### src/rtl/serial_comparator.sv
// serial_comparator: compares two unsigned operands of NDIG 2-bit digits,
// presented MSB-first one digit pair per accepted cycle. The first digit
// pair that differs fixes the result; remaining digits are still consumed.
//
// Ports:
//   clk       - clock, rising edge
//   rst_n     - asynchronous active-low reset
//   start     - begin a new comparison (accepted only in IDLE)
//   in_valid  - a_dig/b_dig hold a valid digit pair this cycle (SCAN only)
//   a_dig     - current digit of operand A
//   b_dig     - current digit of operand B
//   busy      - high while scanning digits
//   out_valid - one-cycle pulse when agb/aeb/alb receive a new result
//   agb/aeb/alb - registered A>B / A==B / A<B, held until the next result
module serial_comparator #(
  parameter int NDIG = 4
) (
  input  logic       clk,
  input  logic       rst_n,
  input  logic       start,
  input  logic       in_valid,
  input  logic [1:0] a_dig,
  input  logic [1:0] b_dig,
  output logic       busy,
  output logic       out_valid,
  output logic       agb,
  output logic       aeb,
  output logic       alb
);

  localparam int CW = $clog2(NDIG + 1);

  typedef enum logic [1:0] {IDLE, SCAN, DONE} state_e;
  typedef enum logic [1:0] {DEC_EQ, DEC_GT, DEC_LT} dec_e;

  state_e        state_q;
  dec_e          dec_q;
  dec_e          dec_d;
  logic [CW-1:0] cnt_q;
  logic          busy_q;
  logic          out_valid_q;
  logic          agb_q;
  logic          aeb_q;
  logic          alb_q;
  logic          last_dig;

  // Decision after the current digit pair; frozen once it leaves EQ.
  always_comb begin
    dec_d = dec_q;
    if (dec_q == DEC_EQ) begin
      if (a_dig > b_dig) begin
        dec_d = DEC_GT;
      end else if (a_dig < b_dig) begin
        dec_d = DEC_LT;
      end
    end
  end

  assign last_dig = (cnt_q == CW'(NDIG - 1));

  always_ff @(posedge clk or negedge rst_n) begin
    if (!rst_n) begin
      state_q     <= IDLE;
      dec_q       <= DEC_EQ;
      cnt_q       <= '0;
      busy_q      <= 1'b0;
      out_valid_q <= 1'b0;
      agb_q       <= 1'b0;
      aeb_q       <= 1'b0;
      alb_q       <= 1'b0;
    end else begin
      case (state_q)
        IDLE: begin
          out_valid_q <= 1'b0;
          if (start) begin
            state_q <= SCAN;
            cnt_q   <= '0;
            dec_q   <= DEC_EQ;
            busy_q  <= 1'b1;
          end
        end
        SCAN: begin
          if (in_valid) begin
            cnt_q <= cnt_q + CW'(1);
            dec_q <= dec_d;
            // Result is loaded from dec_d so the last digit can still decide.
            if (last_dig) begin
              state_q     <= DONE;
              busy_q      <= 1'b0;
              out_valid_q <= 1'b1;
              agb_q       <= (dec_d == DEC_GT);
              aeb_q       <= (dec_d == DEC_EQ);
              alb_q       <= (dec_d == DEC_LT);
            end
          end
        end
        DONE: begin
          state_q     <= IDLE;
          out_valid_q <= 1'b0;
        end
        default: begin
          state_q     <= IDLE;
          busy_q      <= 1'b0;
          out_valid_q <= 1'b0;
        end
      endcase
    end
  end

  assign busy      = busy_q;
  assign out_valid = out_valid_q;
  assign agb       = agb_q;
  assign aeb       = aeb_q;
  assign alb       = alb_q;

endmodule

### config.mk
export PLATFORM = sky130hd
export DESIGN_NAME = serial_comparator
export DESIGN_NICKNAME = d
export VERILOG_FILES = /design/src/rtl/serial_comparator.sv
export SDC_FILE = /design/constraint.sdc
export NUM_CORES = 1
export LEC_CHECK = 0
export ABC_AREA = 1
export BUFFER_PORTS_ARGS = -buffer_cell sky130_fd_sc_hd__buf_2
export CAP_MARGIN = 5
export CORE_MARGIN = 2
export CORE_UTILIZATION = 39
export CTS_CLUSTER_SIZE = 20
export DETAILED_ROUTE_END_ITERATION = 8
export REMOVE_ABC_BUFFERS = 1
export SLEW_MARGIN = 30
export SYNTH_ARGS = -nofsm -noshare
export SYNTH_HDL_FRONTEND = slang
export SYNTH_SLANG_ARGS = --single-unit
### constraint.sdc
create_clock -name clk -period 1.55 [get_ports clk]
set_input_delay 0.0775 -clock clk [delete_from_list [all_inputs] [get_ports clk]]
set_output_delay 0.0775 -clock clk [all_outputs]
set_load 0.005 [all_outputs]
Word-level counts from Yosys, hierarchy flattened

Index checks and enable logic that the tools add are counted.
Widths: inputs -> output; s select.

Bits of input ports: 8
Register bits after elaboration: 12
Output and inout bits: 5
Logic and storage cells: 49

Add/sub/neg operators: 1
Equal/unequal tests: 8
Bitwise operators: 1
Order comparisons: 2
Reduce and logical (&&, ||, !) cells: 9
Muxes and demuxes: 20

Operators by type and width:

| operator            | number |
|---|---|
| $mux 2              | 8 |
| $reduce_and 3->1    | 3 |
| $pmux 2 s2          | 2 |
| $logic_not 2->1     | 3 |
| $mux 1              | 6 |
| $mux 3              | 2 |
| $ne 2x2->1 const B  | 3 |
| $pmux 3 s2          | 1 |
| $eq 2x1->1 const B  | 2 |
| $eq 2x2->1 const B  | 2 |
| $reduce_and 4->1    | 1 |
| $add 3x1->3 const B | 1 |
| $eq 3x2->1 const B  | 1 |
| $pmux 1 s3          | 1 |
| $gt 2x2->1          | 1 |
| $lt 2x2->1          | 1 |
| $reduce_and 2->1    | 1 |
| $reduce_bool 2->1   | 1 |
| $not 1->1           | 1 |

Logic depth before layout (Yosys ltp)

Word-level depth: 6
Depth in mapped cells: 9
Depth with buffers taken out: 9

Least setup slack after synthesis

Ideal clock, no wire load.

Path kind: register to register
Start: register cnt_q[0]
End: register aeb_q (netlist: aeb)
Clock period less this slack: 1,210 ps
Slack: 340 ps
Cell stages (with the launch flop): 9
Data arrival time: 1,094 ps
Setup time: 116 ps
Path through: dfrtp_1 -> ha_1 -> ha_1 -> nand2_1 -> inv_1 -> nand2_2 -> nor2_1 -> nand2_1 -> nand2_1

Cells in the longest elaborated chain, start to end: 2

Ends and longest elaborated chain:

| item                              | line | text |
|---|---|---|
| from (decl)                       | 39   | `logic [CW-1:0] cnt_q;` |
| from (signal assigned)            | 84   | `cnt_q <= cnt_q + CW'(1);` |
| $eq 3x2->1                        | 59   | `assign last_dig = (cnt_q == CW'(NDIG - 1));` |
| $reduce_and 3->1 (no source line) | n/a  |  |
| to (signal assigned)              | 92   | `aeb_q <= (dec_d == DEC_EQ);` |
| to (decl)                         | 43   | `logic aeb_q;` |

No other way between the ends.
A chain may end at the register's enable or synchronous reset.

Worst setup path after layout

Ends and elaborated chain as after synthesis.

==> flow_metrics.env <==
export IMPL_grt_pass1_wl_um=1770
export IMPL_post_cts_resized=0
export IMPL_layout_cells_most_common="nand2_1"
export IMPL_drt_total_wl_um=1000
export IMPL_port_buffers=12
export IMPL_drv_max_cap_violation_count=0
export IMPL_post_place_ws_ns=0.245
export IMPL_first_global_vias=458
export IMPL_most_common_layout_cells="27 x nand2_1, 12 x dfrtp_1, 12 x buf_2, 9 x inv_1, 6 x nor2_1"
export IMPL_global_route_overflow_total=0
export IMPL_setup_tns_final_ns=0
export IMPL_ir_drop_uv=672
export IMPL_clock_fmax_mhz=762
export IMPL_worst_hold_path_type="primary input to flop"
export IMPL_detailedRoute_firstPassIterationCount=4
export IMPL_routed_via_count=495
export IMPL_status="complete, no violations"
export IMPL_whs_endpoint="state_q[1]$_DFFE_PN0P_"
export IMPL_n_antenna_cell=0
export IMPL_grt_antenna_before_repair=0
export IMPL_ant_nets=0
export IMPL_clockRootBuffer="clkbuf_4"
export IMPL_grt_max_degree=13
export IMPL_numClockSinks=12
export IMPL_synth_area_mux_share_pct=0
export IMPL_timing_max_transition_violations_final=0
export IMPL_design_core_area_mm2=0.00149
export IMPL_compound_cell_area_share_of_the_yosys_netlist_pct=3.29
export IMPL_floorplan_die_area_mm2=0.00189
export IMPL_syn_instance_count=74
export IMPL_detail_route_wl_per_cell_um=9.45
export IMPL_syn2layout_area_growth_pct=18.5
export IMPL_transition_at_the_pin_with_the_smallest_max_transition_slack_ns=0.269
export IMPL_die_h_um=43.5
export IMPL_synthesis_area_um2=609
export IMPL_place_congestion=0.727
export IMPL_drt_drc_violations_left=0
export IMPL_setup_viol=0
export IMPL_final_critical_path_setup_slack_ns=0.238
export IMPL_period_share_pct=84.7
export IMPL_synth_adder_area_share_pct=8.21
export IMPL_num_io_pins=13
export IMPL_slew_limit_headroom_pct=82.1
export IMPL_cp_end_kind="flop"
export IMPL_ctsLongestPathBuffers=2
export IMPL_drive_gt1_share_pct=26.7
export IMPL_worst_hold_path_num_cells=3
export IMPL_synth_seq_area_share_pct=49.3
export IMPL_timing_critical_path_from_type="flop"
export IMPL_design_final_nets=104
export IMPL_yosys_register_bits=12
export IMPL_static_leakage_nw=0.433
export IMPL_fp_row_count=14
export IMPL_cts_tree="built"
export IMPL_hold_path_startpoint="in_valid"
export IMPL_hpwl_um=793
export IMPL_register_to_register_setup_slack_ns=0.24
export IMPL_cp_arrival_ns=1.48
export IMPL_layout_min_cycle_time_ns=1.31
export IMPL_worstReg2RegStart="cnt_q[0]$_DFFE_PN0P_"
export IMPL_floorplan_initialDensity_pct=40.9
export IMPL_yosys_warnings=0
export IMPL_synth_simple_gate_area_share_pct=32.4
export IMPL_timing_critical_path_required_ns=1.72
export IMPL_p_per_cell_area_mw_per_mm2=1560
export IMPL_yosysUniqueCellTypes=15
export IMPL_chip_width_um=43.5
export IMPL_grt_setup_unrepaired="false"
export IMPL_track_usage_pct=12.9
export IMPL_h_tree_depth=1
export IMPL_critical_path_peak_fanout=4
export IMPL_avgSynthCellArea_um2=8.23
export IMPL_post_synth_xor_area_fraction_pct=0
export IMPL_clk_pin_slew_worst_paths_ns=0.07
export IMPL_hold_violations=0
export IMPL_r2r_cells=8
export IMPL_timing_rr_end="aeb$_DFFE_PN0P_"
export IMPL_route_detailed_vias_per_inst=4.67
export IMPL_main_combinational_cell_family_by_area_after_synthesis="simple AND/OR/NAND/NOR gates"
export IMPL_worst_setup_path_type="flop to flop"
export IMPL_insertion_delay_ns=0.27
export IMPL_tritoncts_num_buffers=3
export IMPL_setup_skew_ns=0.000932
export IMPL_drt_first_iter_violations=4
state kept, by name, indices dropped and copies added (netlist names):
register / cells
busy: 1
cnt_q: 3
state_q: 2
out_valid: 1
dec_q: 2
alb: 1
aeb: 1
agb: 1
metal layers:
| layer | GRT usage [%] | share of wire, % |
|---|---|---|
| met5 | 0 | 0 |
| met4 | 9.09 | 3.1 |
| met3 | 2.50 | 4.8 |
| met2 | 20.6 | 45 |
| met1 | 15.6 | 47 |
layout make-up:
class	instances	area, µm²
Fill cell	153	767
Sequential cell	12	300
Multi-Input combinational cell	51	268
Timing Repair Buffer	13	70.1
Inverter	11	41.3
Clock buffer	3	22.5
Tap cell	16	20.0
kinds of logic after synthesis:
family / count (synthesis)
fa+ha+maj: 4
simple gates: 43
flops: 12
compound gates: 4
buf+inv: 11
report_power, final:
group	leakage, nW	switching, mW	internal [mW]
clock network	0.0138	0.103	0.0900
registers	0.151	0.0671	0.429
logic	0.269	0.258	0.179
total	0.433	0.428	0.698
through the flow:
step	instance area (µm²)	instances	utilization, %	total power [mW]	hold WS [ns]
2_1_floorplan	609	74	-	0.816	-0.218
3_3_place_gp	689	102	46.3	0.944	-0.0287
3_5_place_dp	689	102	46.3	0.945	-0.0246
4_1_cts	722	106	48.5	1.14	0.0957
5_1_grt	722	106	48.5	1.23	0.127
6_report	722	106	48.5	1.13	0.0968
critical path, stage by stage (launching register included):
cell	delay, ns
dfrtp_1	0.40
ha_1	0.20
ha_1	0.17
nand2_1	0.09
inv_1	0.09
nand2_2	0.11
nor2_1	0.05
nand2_1	0.05
nand2_1	0.05
worst max path at each step:
stage | start | slack (ns) | end
2_1_floorplan | cnt_q[0]$_DFFE_PN0P_ | 0.34 | aeb$_DFFE_PN0P_
3_3_place_gp | cnt_q[0]$_DFFE_PN0P_ | 0.26 | aeb$_DFFE_PN0P_
3_5_place_dp | cnt_q[0]$_DFFE_PN0P_ | 0.25 | aeb$_DFFE_PN0P_
4_1_cts | cnt_q[0]$_DFFE_PN0P_ | 0.23 | aeb$_DFFE_PN0P_
5_1_grt | cnt_q[0]$_DFFE_PN0P_ | 0.14 | aeb$_DFFE_PN0P_
6_report | cnt_q[0]$_DFFE_PN0P_ | 0.24 | aeb$_DFFE_PN0P_
synthesized netlist by cell type:
library cell  count  share of area, %
ha_1              4               8.2
o21ai_1           1              0.82
inv_1             9               5.5
nand4_1           1               1.0
nand2_4           1               1.8
o21ai_0           3               2.5
nand2_2           3               3.1
nor2_1            6               3.7
inv_2             2               1.2
nor2_2            1               1.0
nand2_1          27                17
nand3_2           1               1.6
dfrtp_1          12                49
nand3_1           2               1.6
nor2_4            1               1.8
repair_timing:
item                                    4_1_cts  5_1_grt
hold buffers                                  1        0
setup buffers                                 0        0
endpoints found under the setup margin        0        0
hold endpoints to repair                     12        0
(Power assumes the default switching activity.)
